**src/rtl/mem_arb2_rtl_if.sv**
```systemverilog
// Bundle of the requester, memory and select signals around the two-port memory arbiter.
// The slave modport is the arbiter's view; master is the surrounding fabric / testbench.
interface mem_arb2_rtl_if #(
  parameter int unsigned p_addr_nbits = 32,
  parameter int unsigned p_data_nbits = 32
);
  logic                    req0_val;
  logic                    req0_rdy;
  logic                    req0_type;
  logic [p_addr_nbits-1:0] req0_addr;
  logic [p_data_nbits-1:0] req0_wdata;

  logic                    req1_val;
  logic                    req1_rdy;
  logic                    req1_type;
  logic [p_addr_nbits-1:0] req1_addr;
  logic [p_data_nbits-1:0] req1_wdata;

  logic                    resp0_val;
  logic [p_data_nbits-1:0] resp0_data;
  logic                    resp1_val;
  logic [p_data_nbits-1:0] resp1_data;

  logic                    mem_req_val;
  logic                    mem_req_rdy;
  logic                    mem_req_type;
  logic [p_addr_nbits-1:0] mem_req_addr;
  logic [p_data_nbits-1:0] mem_req_wdata;
  logic                    mem_resp_val;
  logic [p_data_nbits-1:0] mem_resp_data;

  logic                    sel;

  modport slave (
    input  req0_val, req0_type, req0_addr, req0_wdata,
    input  req1_val, req1_type, req1_addr, req1_wdata,
    input  mem_req_rdy, mem_resp_val, mem_resp_data,
    output req0_rdy, req1_rdy,
    output resp0_val, resp0_data, resp1_val, resp1_data,
    output mem_req_val, mem_req_type, mem_req_addr, mem_req_wdata,
    output sel
  );

  modport master (
    output req0_val, req0_type, req0_addr, req0_wdata,
    output req1_val, req1_type, req1_addr, req1_wdata,
    output mem_req_rdy, mem_resp_val, mem_resp_data,
    input  req0_rdy, req1_rdy,
    input  resp0_val, resp0_data, resp1_val, resp1_data,
    input  mem_req_val, mem_req_type, mem_req_addr, mem_req_wdata,
    input  sel
  );
endinterface

```
**src/rtl/mem_arb2_rtl.sv**
```systemverilog
// Round-robin arbiter/sequencer sharing one memory port between instruction fetch (0)
// and data access (1); one outstanding transaction, response steered back to its owner.
module mem_arb2_rtl #(
  parameter int unsigned p_addr_nbits = 32,
  parameter int unsigned p_data_nbits = 32
) (
  input  logic            clk,
  input  logic            rst,
  mem_arb2_rtl_if.slave   bus
);

  typedef enum logic [1:0] {
    IDLE = 2'd0,
    HOLD = 2'd1,
    WAIT = 2'd2
  } state_t;

  state_t state_q, state_d;
  logic   owner_q, owner_d;
  logic   prio_q,  prio_d;

  logic   winner;
  logic   sel_c;
  logic   mrv_c;
  logic   rdy0_c, rdy1_c;
  logic   resp0_c, resp1_c;
  logic   owner_val;

  logic                    mux_type;
  logic [p_addr_nbits-1:0] mux_addr;
  logic [p_data_nbits-1:0] mux_wdata;

  always_ff @(posedge clk or posedge rst) begin
    if (rst) begin
      state_q <= IDLE;
      owner_q <= 1'b0;
      prio_q  <= 1'b0;
    end else begin
      state_q <= state_d;
      owner_q <= owner_d;
      prio_q  <= prio_d;
    end
  end

  always_comb begin
    state_d = state_q;
    owner_d = owner_q;
    prio_d  = prio_q;
    mrv_c   = 1'b0;
    rdy0_c  = 1'b0;
    rdy1_c  = 1'b0;
    resp0_c = 1'b0;
    resp1_c = 1'b0;

    // A lone requester wins outright; a tie or an empty cycle falls back to prio.
    winner = prio_q;
    if (bus.req0_val ^ bus.req1_val)
      winner = bus.req1_val;

    sel_c     = (state_q == IDLE) ? winner : owner_q;
    owner_val = owner_q ? bus.req1_val : bus.req0_val;

    unique case (state_q)
      IDLE: begin
        if (bus.req0_val || bus.req1_val) begin
          mrv_c   = 1'b1;
          rdy0_c  = ~winner & bus.mem_req_rdy;
          rdy1_c  =  winner & bus.mem_req_rdy;
          owner_d = winner;
          if (bus.mem_req_rdy) begin
            prio_d  = ~winner;
            state_d = WAIT;
          end else begin
            state_d = HOLD;
          end
        end
      end
      HOLD: begin
        mrv_c  = owner_val;
        rdy0_c = ~owner_q & bus.mem_req_rdy;
        rdy1_c =  owner_q & bus.mem_req_rdy;
        if (owner_val && bus.mem_req_rdy) begin
          prio_d  = ~owner_q;
          state_d = WAIT;
        end
      end
      WAIT: begin
        if (bus.mem_resp_val) begin
          resp0_c = ~owner_q;
          resp1_c =  owner_q;
          state_d = IDLE;
        end
      end
      default: state_d = IDLE;
    endcase

    // State is already forced to IDLE by the async reset; this also silences the outputs.
    if (rst) begin
      sel_c   = 1'b0;
      mrv_c   = 1'b0;
      rdy0_c  = 1'b0;
      rdy1_c  = 1'b0;
      resp0_c = 1'b0;
      resp1_c = 1'b0;
    end
  end

  always_comb begin
    mux_type  = sel_c ? bus.req1_type  : bus.req0_type;
    mux_addr  = sel_c ? bus.req1_addr  : bus.req0_addr;
    mux_wdata = sel_c ? bus.req1_wdata : bus.req0_wdata;
  end

  assign bus.sel           = sel_c;
  assign bus.mem_req_val   = mrv_c;
  assign bus.mem_req_type  = mux_type;
  assign bus.mem_req_addr  = mux_addr;
  assign bus.mem_req_wdata = mux_wdata;
  assign bus.req0_rdy      = rdy0_c;
  assign bus.req1_rdy      = rdy1_c;
  assign bus.resp0_val     = resp0_c;
  assign bus.resp1_val     = resp1_c;
  assign bus.resp0_data    = bus.mem_resp_data;
  assign bus.resp1_data    = bus.mem_resp_data;

endmodule

```
**src/flat_wrapper.sv**
```systemverilog
// flat-port wrapper written by rule: the top's interface ports become plain ports
module mem_arb2_rtl_flat 
#(
  parameter int unsigned p_addr_nbits = 32,
  parameter int unsigned p_data_nbits = 32
)
  (clk, rst, bus_req0_val, bus_req0_type, bus_req0_addr, bus_req0_wdata, bus_req1_val, bus_req1_type, bus_req1_addr, bus_req1_wdata, bus_mem_req_rdy, bus_mem_resp_val, bus_mem_resp_data, bus_req0_rdy, bus_req1_rdy, bus_resp0_val, bus_resp0_data, bus_resp1_val, bus_resp1_data, bus_mem_req_val, bus_mem_req_type, bus_mem_req_addr, bus_mem_req_wdata, bus_sel);
  mem_arb2_rtl_if #(.p_addr_nbits(p_addr_nbits), .p_data_nbits(p_data_nbits)) bus_i ();
  input  logic clk;
  input  logic rst;
  input wire logic [$bits(bus_i.req0_val)-1:0] bus_req0_val;
  input wire logic [$bits(bus_i.req0_type)-1:0] bus_req0_type;
  input wire logic [$bits(bus_i.req0_addr)-1:0] bus_req0_addr;
  input wire logic [$bits(bus_i.req0_wdata)-1:0] bus_req0_wdata;
  input wire logic [$bits(bus_i.req1_val)-1:0] bus_req1_val;
  input wire logic [$bits(bus_i.req1_type)-1:0] bus_req1_type;
  input wire logic [$bits(bus_i.req1_addr)-1:0] bus_req1_addr;
  input wire logic [$bits(bus_i.req1_wdata)-1:0] bus_req1_wdata;
  input wire logic [$bits(bus_i.mem_req_rdy)-1:0] bus_mem_req_rdy;
  input wire logic [$bits(bus_i.mem_resp_val)-1:0] bus_mem_resp_val;
  input wire logic [$bits(bus_i.mem_resp_data)-1:0] bus_mem_resp_data;
  output wire logic [$bits(bus_i.req0_rdy)-1:0] bus_req0_rdy;
  output wire logic [$bits(bus_i.req1_rdy)-1:0] bus_req1_rdy;
  output wire logic [$bits(bus_i.resp0_val)-1:0] bus_resp0_val;
  output wire logic [$bits(bus_i.resp0_data)-1:0] bus_resp0_data;
  output wire logic [$bits(bus_i.resp1_val)-1:0] bus_resp1_val;
  output wire logic [$bits(bus_i.resp1_data)-1:0] bus_resp1_data;
  output wire logic [$bits(bus_i.mem_req_val)-1:0] bus_mem_req_val;
  output wire logic [$bits(bus_i.mem_req_type)-1:0] bus_mem_req_type;
  output wire logic [$bits(bus_i.mem_req_addr)-1:0] bus_mem_req_addr;
  output wire logic [$bits(bus_i.mem_req_wdata)-1:0] bus_mem_req_wdata;
  output wire logic [$bits(bus_i.sel)-1:0] bus_sel;
  assign bus_i.req0_val = bus_req0_val;
  assign bus_i.req0_type = bus_req0_type;
  assign bus_i.req0_addr = bus_req0_addr;
  assign bus_i.req0_wdata = bus_req0_wdata;
  assign bus_i.req1_val = bus_req1_val;
  assign bus_i.req1_type = bus_req1_type;
  assign bus_i.req1_addr = bus_req1_addr;
  assign bus_i.req1_wdata = bus_req1_wdata;
  assign bus_i.mem_req_rdy = bus_mem_req_rdy;
  assign bus_i.mem_resp_val = bus_mem_resp_val;
  assign bus_i.mem_resp_data = bus_mem_resp_data;
  assign bus_req0_rdy = bus_i.req0_rdy;
  assign bus_req1_rdy = bus_i.req1_rdy;
  assign bus_resp0_val = bus_i.resp0_val;
  assign bus_resp0_data = bus_i.resp0_data;
  assign bus_resp1_val = bus_i.resp1_val;
  assign bus_resp1_data = bus_i.resp1_data;
  assign bus_mem_req_val = bus_i.mem_req_val;
  assign bus_mem_req_type = bus_i.mem_req_type;
  assign bus_mem_req_addr = bus_i.mem_req_addr;
  assign bus_mem_req_wdata = bus_i.mem_req_wdata;
  assign bus_sel = bus_i.sel;
  mem_arb2_rtl #(.p_addr_nbits(p_addr_nbits), .p_data_nbits(p_data_nbits)) u_core (.clk(clk), .rst(rst), .bus(bus_i));
endmodule
```
**config.mk**
```make
export PLATFORM = sky130hd
export DESIGN_NAME = mem_arb2_rtl_flat
export DESIGN_NICKNAME = d
export VERILOG_FILES = /design/src/rtl/mem_arb2_rtl_if.sv /design/src/rtl/mem_arb2_rtl.sv /design/src/flat_wrapper.sv
export SDC_FILE = /design/constraint.sdc
export NUM_CORES = 1
export LEC_CHECK = 0
export BUFFER_PORTS_ARGS = -buffer_cell sky130_fd_sc_hd__buf_4
export CAP_MARGIN = 5
export CORE_AREA = 2 2 118 120
export DETAILED_ROUTE_END_ITERATION = 8
export DIE_AREA = 0 0 120 122
export PLACE_DENSITY_LB_ADDON = 0.25
export SKIP_LAST_GASP = 1
export SLEW_MARGIN = 10
export SYNTH_ARGS = -nofsm -noshare
export SYNTH_HDL_FRONTEND = slang
export SYNTH_SLANG_ARGS = --single-unit
```
**constraint.sdc**
```tcl
create_clock -name clk -period 2.88 [get_ports clk]
set_input_delay 0 -clock clk [delete_from_list [all_inputs] [get_ports clk]]
set_output_delay 0 -clock clk [all_outputs]
set_load 0.03 [all_outputs]
```
; After elaboration in Yosys (flattened, before gate mapping)
; Cells that the tools add are included.
[totals]
ff_bits = 4
inputBits = 168
output_inout_bits = 135
elab_cells = 54
[op_classes]
eq_ne = 6
mux = 31
bitwise = 7
n_reduce_logical = 7
[op_table]
columns = cell, n
row1 = 2-to-1 mux 32 bit, 2
row2 = 2-to-1 mux 1 bit, 20
row3 = 2-to-1 mux 2 bit, 4
row4 = case mux 1 bit (2 select lines), 4
row5 = != test 2 bit (second input constant), 3
row6 = case mux 2 bit (3 select lines), 1
row7 = bitwise AND 1 bit, 4
row8 = AND reduction 4 bit, 1
row9 = AND reduction 3 bit, 1
row10 = == test 2 x 1 -> 1 bit (second input constant), 1
row11 = == test 2 bit (second input constant), 1
row12 = zero test 2 bit, 1
row13 = != test 2 x 1 -> 1 bit (second input constant), 1
row14 = NOT 1 bit, 2
row15 = AND reduction 2 bit, 1
row16 = nonzero test 2 bit, 1
row17 = logical AND 1 bit, 1
row18 = logical OR 1 bit, 1
row19 = XOR 1 bit, 1

; Longest topological paths before layout
[depth]
ltp_word = 7
depth_mapped = 7
ltp_nobuf = 5

; Worst setup path after synthesis
; Ideal clock, no wire load.
[synth_path]
path_kind = register to output
startpoint = register u_core.owner_q
endpoint = output port bus_mem_req_val
t_arrival_ns = 2.279
required_time_ns = 2.880
setup_slack_ns = 0.601
stages_incl_launch_ff = 4
path_buffers = 1
path_cell_list = dfrtp_1 clkbuf_1 mux2i_1 a2111oi_0
[synth_via]
elab_chain_len = 3
[synth_rtl]
columns = item, line
row1 = from (decl), mem_arb2_rtl.sv:19  ; logic owner_q, owner_d;
row2 = from (signal assigned), mem_arb2_rtl.sv:40  ; owner_q <= owner_d;
row3 = 2-to-1 mux 1 bit, mem_arb2_rtl.sv:61  ; owner_val = owner_q ? bus.req1_val : bus.req0_val;
row4 = case mux 1 bit (2 select lines), mem_arb2_rtl.sv:63  ; unique case (state_q)
row5 = 2-to-1 mux 1 bit, mem_arb2_rtl.sv:98  ; if (rst) begin
row6 = to (decl), flat_wrapper.sv:28  ; output wire logic [$bits(bus_i.mem_req_val)-1:0] bus_mem_req_val;
; No other way between the ends.

; Final worst setup path
[layout_path]
startpoint = register u_core.state_q[0]
endpoint = output port bus_mem_req_wdata[17]
[layout_via]
elab_chain_len = 4
[layout_rtl]
columns = item, line
row1 = from (decl), mem_arb2_rtl.sv:18  ; state_t state_q, state_d;
row2 = from (signal assigned), mem_arb2_rtl.sv:39  ; state_q <= state_d;
row3 = zero test 2 bit, mem_arb2_rtl.sv:60  ; sel_c = (state_q == IDLE) ? winner : owner_q;
row4 = 2-to-1 mux 1 bit, mem_arb2_rtl.sv:60
row5 = 2-to-1 mux 1 bit, mem_arb2_rtl.sv:98
row6 = 2-to-1 mux 32 bit, mem_arb2_rtl.sv:111  ; mux_wdata = sel_c ? bus.req1_wdata : bus.req0_wdata;
row7 = to (decl), flat_wrapper.sv:31  ; output wire logic [$bits(bus_i.mem_req_wdata)-1:0] bus_mem_req_wdata;
; No other way between the ends.

==> results.sh <==
export IMPL_status="completed"
export IMPL_endpoint_kind="primary output"
export IMPL_ys_async_sr_fraction_pct=100
export IMPL_crit_chain="o21bai_1 > o311a_4 > buf_12 > mux2_4 > buf_4"
export IMPL_via_count=1765
export IMPL_slew_headroom_pct=59.5
export IMPL_cp_slowest_cell="o311a_4"
export IMPL_grt_antenna_before_repair=0
export IMPL_synth_seq_area_share_pct=5.60
export IMPL_syn_cell_area_um2=1790
export IMPL_synth_top_area_share_pct=33.6
export IMPL_grt_max_degree=41
export IMPL_crit_start="u_core.state_q[0]"
export IMPL_arrival_ns=2.43
export IMPL_overflow=0
export IMPL_fin_crit_ns=2.43
export IMPL_cp_required_ns=2.88
export IMPL_max_vdd_ir_drop_mv=0.242
export IMPL_grt_use_total_pct=6.77
export IMPL_crit_type="reg -> out"
export IMPL_final_setup_skew_ns=0.00343
export IMPL_grt_pass1_vias=1625
export IMPL_slew_violations=0
export IMPL_synth_area_leaders="mux2_4 (34%), buf_4 (27%), mux2_2 (17%), dfrtp_1 (5.6%), buf_6 (3.2%)"
export IMPL_syn_inst=178
export IMPL_tns_ns=0
export IMPL_place_inst=492
export IMPL_seqPwrFrac_pct=6.3
export IMPL_synth_avg_cell_area_um2=10.0
export IMPL_worst_slack_ns=0.454
export IMPL_cp_top_family="compound AO/OA/AOI/OAI gates"
export IMPL_worst_path_buf_inv=2
export IMPL_clock_sinks=4
export IMPL_critical_path_startpoint_type="register"
export IMPL_rsz0062_at_grt="false"
export IMPL_power_leakage_nw=1.60
export IMPL_row_count=43
export IMPL_clock_path_buffers=2
export IMPL_numCtsBuffers=3
export IMPL_synth_top_cell_by_area="mux2_4"
export IMPL_route_detailed_drc=0
export IMPL_initial_core_util_pct=13.2
export IMPL_grt_pass1_wl_um=8000
export IMPL_fillers=1453
export IMPL_synthFlopType="dfrtp_1"
export IMPL_cts_root_buffer="clkbuf_16"
export IMPL_fp_dieH_um=122
export IMPL_synth_nets=347
export IMPL_die_area_um2=14600
export IMPL_stdcell_count=496
export IMPL_dpl_hpwl_um=5160
export IMPL_synth_most_common_cell="buf_4"
export IMPL_final_nets=487
export IMPL_setup_viol=0
export IMPL_ys_top_cells_by_count="buf_4 (64), mux2_4 (40), mux2_2 (27)"
export IMPL_vias_per_cell=3.56
export IMPL_clkTransAtPathRegs_ns=0.03
export IMPL_fp_dieW_um=120
export IMPL_routedWlPerCell_um=11.9
export IMPL_layout_drive_gt1_share_pct=88.3
export IMPL_r2r_start="u_core.state_q[1]"
export IMPL_ios=303
export IMPL_tightest_slew_ns=0.608
export IMPL_gp_congestion=0.694
export IMPL_io_buffers=206
export IMPL_drt_initial_drc_count=30
export IMPL_postCtsSetupBuffers=0
export IMPL_yosys_warnings=0
export IMPL_synth_edff_count=0
export IMPL_hold_start="bus_mem_resp_data[30]"
export IMPL_swShare_pct=47.1
export IMPL_fin_crit_sh_pct=84.2
export IMPL_insertion_delay_ns=0.22
export IMPL_intPower_w=0.00116
export IMPL_pwr_share_clk_pct=9.8
export IMPL_p_sw_w=0.00103
export IMPL_cts_tree="yes"
export IMPL_cpPeakStageDelay_ns=0.60
export IMPL_cts_resized=0
export IMPL_htree_levels=1
export IMPL_coreArea_um2=13500
export IMPL_yosysUniqueCellTypes=26
export IMPL_powerDensity_nw_per_um2=703
export IMPL_postRouteWirelength_um=5890
export IMPL_drtPass1Iterations=4
export IMPL_timing_max_cap_violations=0
export IMPL_ant_nets=0
export IMPL_ys_ff_latch=4
export IMPL_diodes=0
export IMPL_dp_slack_ns=0.667
export IMPL_worstPathMaxFanout=40
export IMPL_hold_viol_final=0
export IMPL_combPwrFrac_pct=83.8
export IMPL_area_delta_synth_final_pct=74.0
export IMPL_holdCritPathClass="in -> out"
export IMPL_fmax_ghz=0.412
==> per-layer routing <==
layer / GRT usage, % / part of all wire [%]
met1: 8.57 / 39
met2: 10.5 / 43
met3: 3.32 / 17
met4: 1.25 / 0.44
met5: 0 / 0
==> power groups by stage <==
stage	clock, W	sequential, W	combinational, W
after CTS	0.000221	0.000139	0.00186
after detailed placement	0	0.000139	0.00185
final	0.000215	0.000138	0.00183
after floorplan	0	0.000107	0.00149
after global routing	0.000225	0.000146	0.00193
after global placement	0	0.000139	0.00185
==> sequential cells by signal, indices dropped and copies added (netlist names) <==
| signal | count |
|---|---|
| u_core.prio_q | 1 |
| u_core.state_q | 2 |
| u_core.owner_q | 1 |
==> final cells by class <==
cell class | count | area, um2 | share of cell area, %
clock buffer | 3 | 75.1 | 2.41
inverter | 5 | 18.8 | 0.604
multi-input combinational | 96 | 1110 | 35.8
sequential | 4 | 100 | 3.22
tap | 180 | 225 | 7.24
timing repair buffer | 208 | 1580 | 50.7
==> timing repair <==
item / in CTS / in global routing
hold endpoints to repair: 4 / 0
hold buffers: 1 / 0
setup endpoints to repair: 0 / 0
==> cells in the final DEF (no fill, tap or decap), drive strengths merged, types with 2 or more instances in the layout <==
master    n
nor2b     3
buf     207
nand2b    2
clkbuf    3
o21ai     2
mux2i     3
dfrtp     4
mux2     67
a21oi     3
nor3      3
inv       5
nor2      2
==> cells by family (layout without fill, tap and decap cells) <==
family	Yosys count	after routing	synth area share, %
buffers and inverters	78	216	32.1
AOI/OAI and AO/OA	12	12	5.11
and+or+nand+nor	13	13	4.20
adders and majority gates	1	1	0.700
DFF	4	4	5.60
muxes	70	70	52.3
==> worst paths after layout <==
kind / to / slack (ns) / depth (start not counted)
max reg2reg: u_core.prio_q / 1.41 / 3
max: bus_mem_req_wdata[17] / 0.45 / 5
max in group asynchronous: u_core.prio_q / 2.42 / 3
min in group asynchronous: u_core.state_q[1] / 0.28 / 3
min reg2reg: u_core.prio_q / 0.54 / 1
min: bus_resp1_data[30] / 0.00002 / 0
==> worst register-to-register path, delay by kind of cell (launching register included) <==
kind            cells  cell delay, ns
flops               1            0.44
mux                 1            0.37
simple gates        1            0.24
compound gates      1            0.30
==> stage by stage <==
stage / utilization [%] / hold WS, ns / area, um2 / power [W]
floorplan: - / -0.218 / 1790 / 0.00160
global placement: 22.4 / -0.0526 / 3020 / 0.00199
detailed placement: 22.4 / -0.0503 / 3020 / 0.00199
CTS: 23.0 / 0.000307 / 3110 / 0.00222
global route: 23.0 / 0.0000671 / 3110 / 0.00230
finish: 23.0 / 0.0000227 / 3110 / 0.00218
No activity file was read; power rests on OpenSTA's default activity.
